<file path="src/rtl/bcd_timer_pkg.sv">
// Shared constants for the BCD stopwatch/countdown controller:
// state encoding, digit limit, count direction and preset clamping.
package bcd_timer_pkg;

    localparam logic [1:0] ST_IDLE  = 2'd0;
    localparam logic [1:0] ST_RUN   = 2'd1;
    localparam logic [1:0] ST_PAUSE = 2'd2;
    localparam logic [1:0] ST_DONE  = 2'd3;

    localparam logic [3:0] BCD_MAX = 4'd9;

    localparam logic MODE_UP   = 1'b0;
    localparam logic MODE_DOWN = 1'b1;

    // Clamp each nibble of a raw preset to a legal BCD digit.
    function automatic logic [7:0] sanitizeBcd(input logic [7:0] raw);
        logic [3:0] tens;
        logic [3:0] units;
        tens  = (raw[7:4] > BCD_MAX) ? BCD_MAX : raw[7:4];
        units = (raw[3:0] > BCD_MAX) ? BCD_MAX : raw[3:0];
        return {tens, units};
    endfunction

endpackage

</file>
<file path="src/rtl/bcd_timer_if.sv">
// Pushbutton, mode/preset and digit/status bundle between the board
// side (master) and the timer controller (slave).
interface bcd_timer_if;

    logic       iStart;
    logic       iStop;
    logic       iClear;
    logic       iDown;
    logic [7:0] iPreset;
    logic [3:0] oSalida1;
    logic [3:0] oSalida2;
    logic       oRunning;
    logic       oDone;

    modport master (
        output iStart, iStop, iClear, iDown, iPreset,
        input  oSalida1, oSalida2, oRunning, oDone
    );

    modport slave (
        input  iStart, iStop, iClear, iDown, iPreset,
        output oSalida1, oSalida2, oRunning, oDone
    );

endinterface

</file>
<file path="src/rtl/bcd_digit_pair.sv">
// Two-digit BCD up/down counter with synchronous load and count enable.
// Load takes priority over counting; loaded values are clamped to 0-9.
module bcd_digit_pair
    import bcd_timer_pkg::*;
(
    input  logic       iClk,
    input  logic       iRst_n,
    input  logic       iLoad,
    input  logic [7:0] iLoadVal,
    input  logic       iEn,
    input  logic       iDown,
    output logic [3:0] oUnits,
    output logic [3:0] oTens,
    output logic       oZero
);

    logic [7:0] loadClamped;

    assign loadClamped = sanitizeBcd(iLoadVal);

    always_ff @(posedge iClk or negedge iRst_n) begin
        if (!iRst_n) begin
            oUnits <= 4'd0;
            oTens  <= 4'd0;
        end else if (iLoad) begin
            oTens  <= loadClamped[7:4];
            oUnits <= loadClamped[3:0];
        end else if (iEn) begin
            if (iDown == MODE_DOWN) begin
                if (oUnits == 4'd0) begin
                    oUnits <= BCD_MAX;
                    oTens  <= (oTens == 4'd0) ? BCD_MAX : oTens - 4'd1;
                end else begin
                    oUnits <= oUnits - 4'd1;
                end
            end else begin
                if (oUnits >= BCD_MAX) begin
                    oUnits <= 4'd0;
                    oTens  <= (oTens >= BCD_MAX) ? 4'd0 : oTens + 4'd1;
                end else begin
                    oUnits <= oUnits + 4'd1;
                end
            end
        end
    end

    assign oZero = (oUnits == 4'd0) && (oTens == 4'd0);

endmodule

</file>
<file path="src/rtl/bcd_timer_ctrl.sv">
// Stopwatch/countdown controller: synchronized button edges drive a
// run/pause/done FSM that gates a BCD digit pair through a prescaler.
//
//   state    | meaning
//   ---------+---------------------------------------------------
//   ST_IDLE  | cleared/reset, digits hold the reload value
//   ST_RUN   | prescaler running, digits step on every tick
//   ST_PAUSE | prescaler and digits frozen, start resumes
//   ST_DONE  | countdown reached 00, only clear leaves
module bcd_timer_ctrl
    import bcd_timer_pkg::*;
#(
    parameter int unsigned TICK_DIV = 50_000_000
)(
    input  logic       iClk,
    input  logic       iRst_n,
    bcd_timer_if.slave bus
);

    localparam int unsigned PW = (TICK_DIV > 1) ? $clog2(TICK_DIV) : 1;
    localparam logic [PW-1:0] PRESC_LAST = PW'(TICK_DIV - 1);

    // Bit order in the button vectors: {clear, stop, start}.
    logic [2:0]    btnSync1;
    logic [2:0]    btnSync2;
    logic [2:0]    btnSync2D;
    logic [2:0]    btnPulse;
    logic          startPulse;
    logic          stopPulse;
    logic          clearPulse;

    logic [1:0]    state;
    logic [1:0]    stateNext;
    logic          mode;
    logic [PW-1:0] presc;
    logic          tick;
    logic          stepToZero;

    logic [3:0]    units;
    logic [3:0]    tens;
    logic          digitsZero;

    always_ff @(posedge iClk or negedge iRst_n) begin
        if (!iRst_n) begin
            btnSync1  <= 3'b000;
            btnSync2  <= 3'b000;
            btnSync2D <= 3'b000;
        end else begin
            btnSync1  <= {bus.iClear, bus.iStop, bus.iStart};
            btnSync2  <= btnSync1;
            btnSync2D <= btnSync2;
        end
    end

    assign btnPulse   = btnSync2 & ~btnSync2D;
    assign startPulse = btnPulse[0];
    assign stopPulse  = btnPulse[1];
    assign clearPulse = btnPulse[2];

    assign tick       = (state == ST_RUN) && (presc == PRESC_LAST);
    assign stepToZero = (mode == MODE_DOWN) && (tens == 4'd0) && (units == 4'd1);

    // Stop outranks start in every state, so a coincident pair is a no-op
    // outside RUN; finishing a countdown outranks a coincident stop.
    always_comb begin
        stateNext = state;
        case (state)
            ST_IDLE: begin
                if (startPulse && !stopPulse) begin
                    stateNext = ((bus.iDown == MODE_DOWN) && digitsZero) ? ST_DONE : ST_RUN;
                end
            end
            ST_RUN: begin
                if (tick && stepToZero) begin
                    stateNext = ST_DONE;
                end else if (stopPulse) begin
                    stateNext = ST_PAUSE;
                end
            end
            ST_PAUSE: begin
                if (startPulse && !stopPulse) begin
                    stateNext = ST_RUN;
                end
            end
            default: stateNext = state;
        endcase
        if (clearPulse) begin
            stateNext = ST_IDLE;
        end
    end

    always_ff @(posedge iClk or negedge iRst_n) begin
        if (!iRst_n) begin
            state        <= ST_IDLE;
            mode         <= MODE_UP;
            bus.oRunning <= 1'b0;
            bus.oDone    <= 1'b0;
        end else begin
            state        <= stateNext;
            bus.oRunning <= (state == ST_RUN);
            bus.oDone    <= (state == ST_DONE);
            if ((state == ST_IDLE) && startPulse && !stopPulse && !clearPulse) begin
                mode <= bus.iDown;
            end
        end
    end

    // The stop edge itself does not advance the prescaler, so a resume
    // finishes exactly the cycles that were left when it paused.
    always_ff @(posedge iClk or negedge iRst_n) begin
        if (!iRst_n) begin
            presc <= '0;
        end else if (clearPulse) begin
            presc <= '0;
        end else if (state == ST_RUN) begin
            if (tick) begin
                presc <= '0;
            end else if (!stopPulse) begin
                presc <= presc + PW'(1);
            end
        end
    end

    bcd_digit_pair uDigits (
        .iClk     (iClk),
        .iRst_n   (iRst_n),
        .iLoad    (clearPulse),
        .iLoadVal ((bus.iDown == MODE_DOWN) ? bus.iPreset : 8'h00),
        .iEn      (tick && !clearPulse),
        .iDown    (mode),
        .oUnits   (units),
        .oTens    (tens),
        .oZero    (digitsZero)
    );

    assign bus.oSalida1 = units;
    assign bus.oSalida2 = tens;

endmodule

</file>
<file path="src/flat_wrapper.sv">
// flat-port wrapper written by rule: the top's interface ports become plain ports
module bcd_timer_ctrl_flat import bcd_timer_pkg::*;
#(
    parameter int unsigned TICK_DIV = 50_000_000
)
  (iClk, iRst_n, bus_iStart, bus_iStop, bus_iClear, bus_iDown, bus_iPreset, bus_oSalida1, bus_oSalida2, bus_oRunning, bus_oDone);
  bcd_timer_if bus_i ();
  input  logic iClk;
  input  logic iRst_n;
  input wire logic [$bits(bus_i.iStart)-1:0] bus_iStart;
  input wire logic [$bits(bus_i.iStop)-1:0] bus_iStop;
  input wire logic [$bits(bus_i.iClear)-1:0] bus_iClear;
  input wire logic [$bits(bus_i.iDown)-1:0] bus_iDown;
  input wire logic [$bits(bus_i.iPreset)-1:0] bus_iPreset;
  output wire logic [$bits(bus_i.oSalida1)-1:0] bus_oSalida1;
  output wire logic [$bits(bus_i.oSalida2)-1:0] bus_oSalida2;
  output wire logic [$bits(bus_i.oRunning)-1:0] bus_oRunning;
  output wire logic [$bits(bus_i.oDone)-1:0] bus_oDone;
  assign bus_i.iStart = bus_iStart;
  assign bus_i.iStop = bus_iStop;
  assign bus_i.iClear = bus_iClear;
  assign bus_i.iDown = bus_iDown;
  assign bus_i.iPreset = bus_iPreset;
  assign bus_oSalida1 = bus_i.oSalida1;
  assign bus_oSalida2 = bus_i.oSalida2;
  assign bus_oRunning = bus_i.oRunning;
  assign bus_oDone = bus_i.oDone;
  bcd_timer_ctrl #(.TICK_DIV(TICK_DIV)) u_core (.iClk(iClk), .iRst_n(iRst_n), .bus(bus_i));
endmodule
</file>
<file path="config.mk">
export PLATFORM = sky130hd
export DESIGN_NAME = bcd_timer_ctrl_flat
export DESIGN_NICKNAME = d
export VERILOG_FILES = /design/src/rtl/bcd_timer_pkg.sv /design/src/rtl/bcd_timer_if.sv /design/src/rtl/bcd_digit_pair.sv /design/src/rtl/bcd_timer_ctrl.sv /design/src/flat_wrapper.sv
export SDC_FILE = /design/constraint.sdc
export NUM_CORES = 1
export LEC_CHECK = 0
export CAP_MARGIN = 20
export CORE_ASPECT_RATIO = 1.2
export CORE_MARGIN = 2
export CORE_UTILIZATION = 57
export CTS_CLUSTER_DIAMETER = 30
export DETAILED_ROUTE_END_ITERATION = 6
export DONT_BUFFER_PORTS = 1
export PLACE_DENSITY_LB_ADDON = 0.12
export SLEW_MARGIN = 20
export SYNTH_ARGS = -nofsm -noshare
export SYNTH_HDL_FRONTEND = slang
export SYNTH_SLANG_ARGS = --single-unit
</file>
<file path="constraint.sdc">
create_clock -name iClk -period 2.46 [get_ports iClk]
set_clock_uncertainty 0.2 [all_clocks]
set_input_delay 0.246 -clock iClk [delete_from_list [all_inputs] [get_ports iClk]]
set_output_delay 0.246 -clock iClk [all_outputs]
set_load 0.005 [all_outputs]
</file>
Word level (Yosys, flattened, before mapping)
Cells that the tools add are included.
- reduce and logical (&&, ||, !) cells: 23
- eq/ne operators: 10
- magnitude comparators: 4
- $add $sub $neg: 5
- multiplexer cells: 26
- bitwise operators: 2
- operator list (operator ; number):
    26-bit 2-to-1 mux ; 4
    4-bit 2-to-1 mux ; 14
    26-bit by 1-bit adder with 26-bit output (second input constant) ; 1
    26-bit == test (second input constant) ; 1
    2-bit 2-to-1 mux ; 6
    1-bit logical AND ; 11
    4-bit by 1-bit adder with 4-bit output (second input constant) ; 2
    4-bit >= comparator (second input constant) ; 2
    4-bit greater-than comparator (second input constant) ; 2
    4-bit zero test ; 2
    8-bit 2-to-1 mux ; 1
    4-bit by 1-bit subtractor with 4-bit output (second input constant) ; 2
    3-bit by 1-bit inequality test with 1-bit output (second input constant) ; 2
    3-bit by 2-bit inequality test with 1-bit output (second input constant) ; 2
    2-bit case mux with 3 select lines ; 1
    2-bit == test (second input constant) ; 2
    4-bit by 1-bit == test with 1-bit output (second input constant) ; 1
    4-bit by 1-bit inequality test with 1-bit output (second input constant) ; 1
    4-bit AND reduction ; 1
    2-bit nonzero test ; 2
    4-bit nonzero test ; 1
    3-bit bitwise AND ; 1
    3-bit NOT ; 1
    3-bit AND reduction ; 1
    5 further kinds ; 6
- input port bits: 14
- word-level logic and storage cells: 80
- flip-flop bits (word level): 48

Logic depth before layout (Yosys ltp)
- word-level depth: 7
- mapped depth: 7

By module
A second synthesis with hierarchy kept.
- cells, all modules: 308
- area total of the unflattened synthesis: 3040.4 um^2
- modules (own cells, without submodules) (module ; area each (um^2) ; instances ; cells an instance):
    bcd_timer_ctrl ; 2148.3 ; 1 ; 202
    bcd_digit_pair ; 892.1 ; 1 ; 106

Worst setup path before layout
Ideal clock, no wire load.
- path kind: register -> register
- from: register u_core.state[1]
- to: register u_core.presc[22]
- period minus slack after synthesis: 2334 ps
- buffers on the path: 0
- stages on the path, launching flop included: 8
- arrival time: 2056 ps
- slack: 126 ps
- path through: dfrtp_1 -> inv_1 -> ha_1 -> inv_1 -> a211o_1 -> or4_4 -> or3_1 -> a21oi_1
- cells in the longest elaborated chain, start to end: 5
- elaborated cells on any way between the ends: 8
- classes of those cells: eq/ne (2); mux (3); reduce/logical (3)
- ends and longest elaborated chain (element ; RTL line ; source):
    start: declaration ; bcd_timer_ctrl.sv:32 ; logic [1:0] state;
    start signal: assignment ; bcd_timer_ctrl.sv:99 ; state <= stateNext;
    2-bit by 1-bit == test with 1-bit output * ; bcd_timer_ctrl.sv:60, bcd_timer_ctrl.sv:115 ;
    1-bit logical AND ; bcd_timer_ctrl.sv:60 ; assign tick = (state == ST_RUN) && (presc == PRESC_LAST);
    26-bit 2-to-1 mux ; bcd_timer_ctrl.sv:116 ; if (tick) begin
    26-bit 2-to-1 mux ; bcd_timer_ctrl.sv:115 ; end else if (state == ST_RUN) begin
    26-bit 2-to-1 mux ; bcd_timer_ctrl.sv:113 ; end else if (clearPulse) begin
    end signal: assignment ; bcd_timer_ctrl.sv:119 ; presc <= presc + PW'(1);
    end: declaration ; bcd_timer_ctrl.sv:35 ; logic [PW-1:0] presc;
Every way passes the cells marked *; elsewhere a longest branch is shown, timed or not. The select of a mux whose other input is x is not followed.
A chain may end at the register's enable or synchronous reset.

Worst setup path in the final report
- from: register u_core.uDigits.oUnits[0]
- to: register u_core.uDigits.oTens[2]
- cells in the longest elaborated chain, start to end: 3
- elaborated cells on any way between the ends: 5
- classes of those cells: order compare (1); eq/ne (1); reduce/logical (3)
- ends and longest elaborated chain (element ; RTL line ; source):
    start: declaration ; bcd_digit_pair.sv:12 ; output logic [3:0] oUnits,
    start signal: assignment ; bcd_digit_pair.sv:27 ; oUnits <= loadClamped[3:0];
    start signal: assignment ; bcd_digit_pair.sv:34 ; oUnits <= oUnits - 4'd1;
    start signal: assignment ; bcd_digit_pair.sv:41 ; oUnits <= oUnits + 4'd1;
    4-bit >= comparator or 4-bit zero test (tied branches) ; bcd_digit_pair.sv:37, bcd_digit_pair.sv:30 ;
    3-bit nonzero test (no source line) or 3-bit by 2-bit inequality test with 1-bit output (tied branches) ; -- ;
    3-bit AND reduction (no source line) * ; -- ;
    end signal: assignment ; bcd_digit_pair.sv:26 ; oTens <= loadClamped[7:4];
    end signal: assignment ; bcd_digit_pair.sv:32 ; oTens <= (oTens == 4'd0) ? BCD_MAX : oTens - 4'd1;
    end signal: assignment ; bcd_digit_pair.sv:39 ; oTens <= (oTens >= BCD_MAX) ? 4'd0 : oTens + 4'd1;
    end: declaration ; bcd_digit_pair.sv:13 ; output logic [3:0] oTens,
Every way passes the cells marked *; elsewhere a longest branch is shown, timed or not.

==> flow_summary.yaml <==
run_status:
  status: "completed"
run:
  max-cap-violations: 0
clock_network:
  cts_buffer_depth: 2
  tritoncts: "yes"
  cts.clk_slew.worst_paths_ps: 100
  htreeDepth: 2
  clock_latency_ps: 310
  clock-sinks: 48
  cts_root_buffer: "clkbuf_8"
  cts_buffers: 5
global_route:
  grtUsageTotal: 0.249
  grt_start_max_net_pins: 49
  antenna_found_initial: 0
  grt_pass1_wl_mm: 11.3
  grt_pass1_vias: 2451
  overflow: 0
setup_path:
  worstSetupPathType: "reg -> reg"
  crit_required_ps: 2500
  cp-end-kind: "flip-flop"
  crit_fanout: 5
  startpoint_type: "flip-flop"
  critPathArrivalTime_ps: 2440
synth:
  ys_async_sr_fraction: 1.00
  synth.top_cell.area_share: 0.411
  synth-seq-cells: 48
  synth_area_mm2: 0.00292
  synth_top_area_cell: "dfrtp_1"
  synth-edff-count: 0
  synth-seq-area-share: 0.411
  ys.flop_type: "dfrtp_1"
  ys_types: 56
  netlist_instances: 313
  synth_most_common_cell: "dfrtp_1"
  synth_warnings: 0
  synth_area_leaders: "dfrtp_1 (41%), ha_1 (5.1%), nor2_1 (4.5%), xnor2_1 (3.6%), nand4_1 (3.0%)"
  synth_common_cells: "dfrtp_1 (48), nor2_1 (35), nand2_1 (16), o21ai_0 (15)"
  synth_area_per_cell_um2: 9.34
  synth_fp_nets: 339
drt:
  route.met2.wl_mm: 3.40
  drt-total-wl_mm: 6.65
  ant_nets: 0
  vias_per_cell: 5.99
  drc: 0
  drt_iter0_drc: 89
  routedWlPerCell_um: 16.1
  highest_layer: "met4"
  vias: 2467
  drt-pass1-iter-count: 4
  met3_length_um: 200
  wl_met1_mm: 2.88
power:
  p_total_mw: 2.34
  leakage_nw: 1.43
  ir_worst_vdd_mv: 0.430
  power_density_mw_per_mm2: 676
layout:
  finalNetCount: 377
  drive_above_1_share: 0.176
  n_antenna_cell: 0
  fin_util: 0.700
  area_delta_synth_final_pct: 18.3
  fillCellCount: 376
sta:
  fin_crit_sh: 0.974
  worst_pin_slew_ps: 430
  tns_ps: 0
  post-route-min-period_ps: 2400
  finalSetupViolCount: 0
  rsz0062_at_grt: "no"
  timing.fmax_ghz: 0.417
  final_max_slew_viol_count: 0
  max_slew_margin: 0.710
  hold_violations: 0
floorplan:
  core_area_mm2: 0.00494
  rows: 28
  die_area_mm2: 0.00572
  io_pins: 24
  chipWidth_um: 69.4
  die_h_um: 82.4
  initial_core_util: 0.592
place:
  gp_congestion: 0.845
  hpwl_mm: 4.61
  port_buffers: 0
worst_hold_path:
  hold_class: "in -> reg"
## critical path, stage by stage (launching register included)
cell and delay [ps]:
dfrtp_2 440, inv_1 90, ha_2 210, or3b_2 460, a21oi_1 160, buf_4 160, nor4b_4 40, buf_4 150
or2_2 280, a31oi_1 130
## worst paths after layout
check,slack [ps],end,startpoint,cells past startpoint
max in group asynchronous,1600,u_core.uDigits.oUnits[0]$_DFFE_PN0P_,iRst_n,2
max,60,u_core.uDigits.oTens[2]$_DFFE_PN0P_,u_core.uDigits.oUnits[0]$_DFFE_PN0P_,9
min in group asynchronous,220,u_core.btnSync2D[0]$_DFF_PN0_,iRst_n,2
min reg2reg,160,u_core.btnSync2[2]$_DFF_PN0_,u_core.btnSync1[2]$_DFF_PN0_,0
max reg2reg,60,u_core.uDigits.oTens[2]$_DFFE_PN0P_,u_core.uDigits.oUnits[0]$_DFFE_PN0P_,9
min,20,u_core.uDigits.oUnits[2]$_DFFE_PN0P_,bus_iPreset[3],3
## per-stage QoR
step / cells / instance area, um^2 / worst slack (ps) / hold slack (ps)
after global placement: 385 / 3110 / 104 / -249
after detailed placement: 385 / 3110 / 35.3 / -249
after CTS: 408 / 3390 / 0.417 / 29.9
final: 412 / 3460 / 64.5 / 21.4
after floorplan: 313 / 2920 / 126 / -250
after global routing: 412 / 3460 / 4.17 / 53.6
## flip-flops by register name, indices dropped and copies added, names as in the netlist
register	cells
u_core.presc	26
u_core.state	2
u_core.btnSync2	3
u_core.btnSync2D	3
u_core.btnSync1	3
u_core.bus.oRunning	1
u_core.mode	1
u_core.uDigits.oUnits	4
u_core.uDigits.oTens	4
u_core.bus.oDone	1
## final cells by class
cell class                 count  area [um^2]  area share
sequential                    48         1200       0.348
inverter                      11         41.3      0.0119
tap                           60         75.1      0.0217
clock buffer                   5         68.8      0.0199
multi-input combinational    242         1650       0.476
clock inverter                 3         46.3      0.0134
timing repair buffer          43          378       0.109
## report_power, final
part	leakage, nW	switching (mW)	internal (mW)
registers	0.627	0.107	0.871
clock network	0.0548	0.283	0.306
logic	0.747	0.401	0.368
## cells in the final DEF, fill, tap and decap left out, types with 6 or more instances in the layout
cell type      count
nand3_1           11
xor2_1             8
ha_1               9
nand2_1           16
nor2b_1            6
xnor2_1           12
and3_1             7
nor3_1            12
inv_1              9
nor2_1            35
dlygate4sd3_1     14
o21ai_0           15
a21oi_1           14
dfrtp_1           47
buf_4             28
nand4_1           14
nand2b_1           7
## what timing repair did
action | in CTS | in global routing
resized for setup | 0 | 10
hold buffers | 15 | 0
hold endpoints to repair | 59 | 0
buffers inserted | 0 | 4
endpoints found under the setup margin | 0 | 8
## cell families after synthesis
group / synth area share
muxes: 0.0257
adders and majority gates: 0.0514
buffers and inverters: 0.0372
DFF: 0.411
AOI/OAI and AO/OA: 0.136
and+or+nand+nor: 0.279
xor gates and xnor gates: 0.0599
## metal layers
metal / up-vias / track usage
met5: - / 0
met4: 0 / 0.112
met3: 11 / 0.0388
met2: 50 / 0.448
met1: 1190 / 0.299
li1: 1216 / -
No activity file was read; power rests on OpenSTA's default activity.
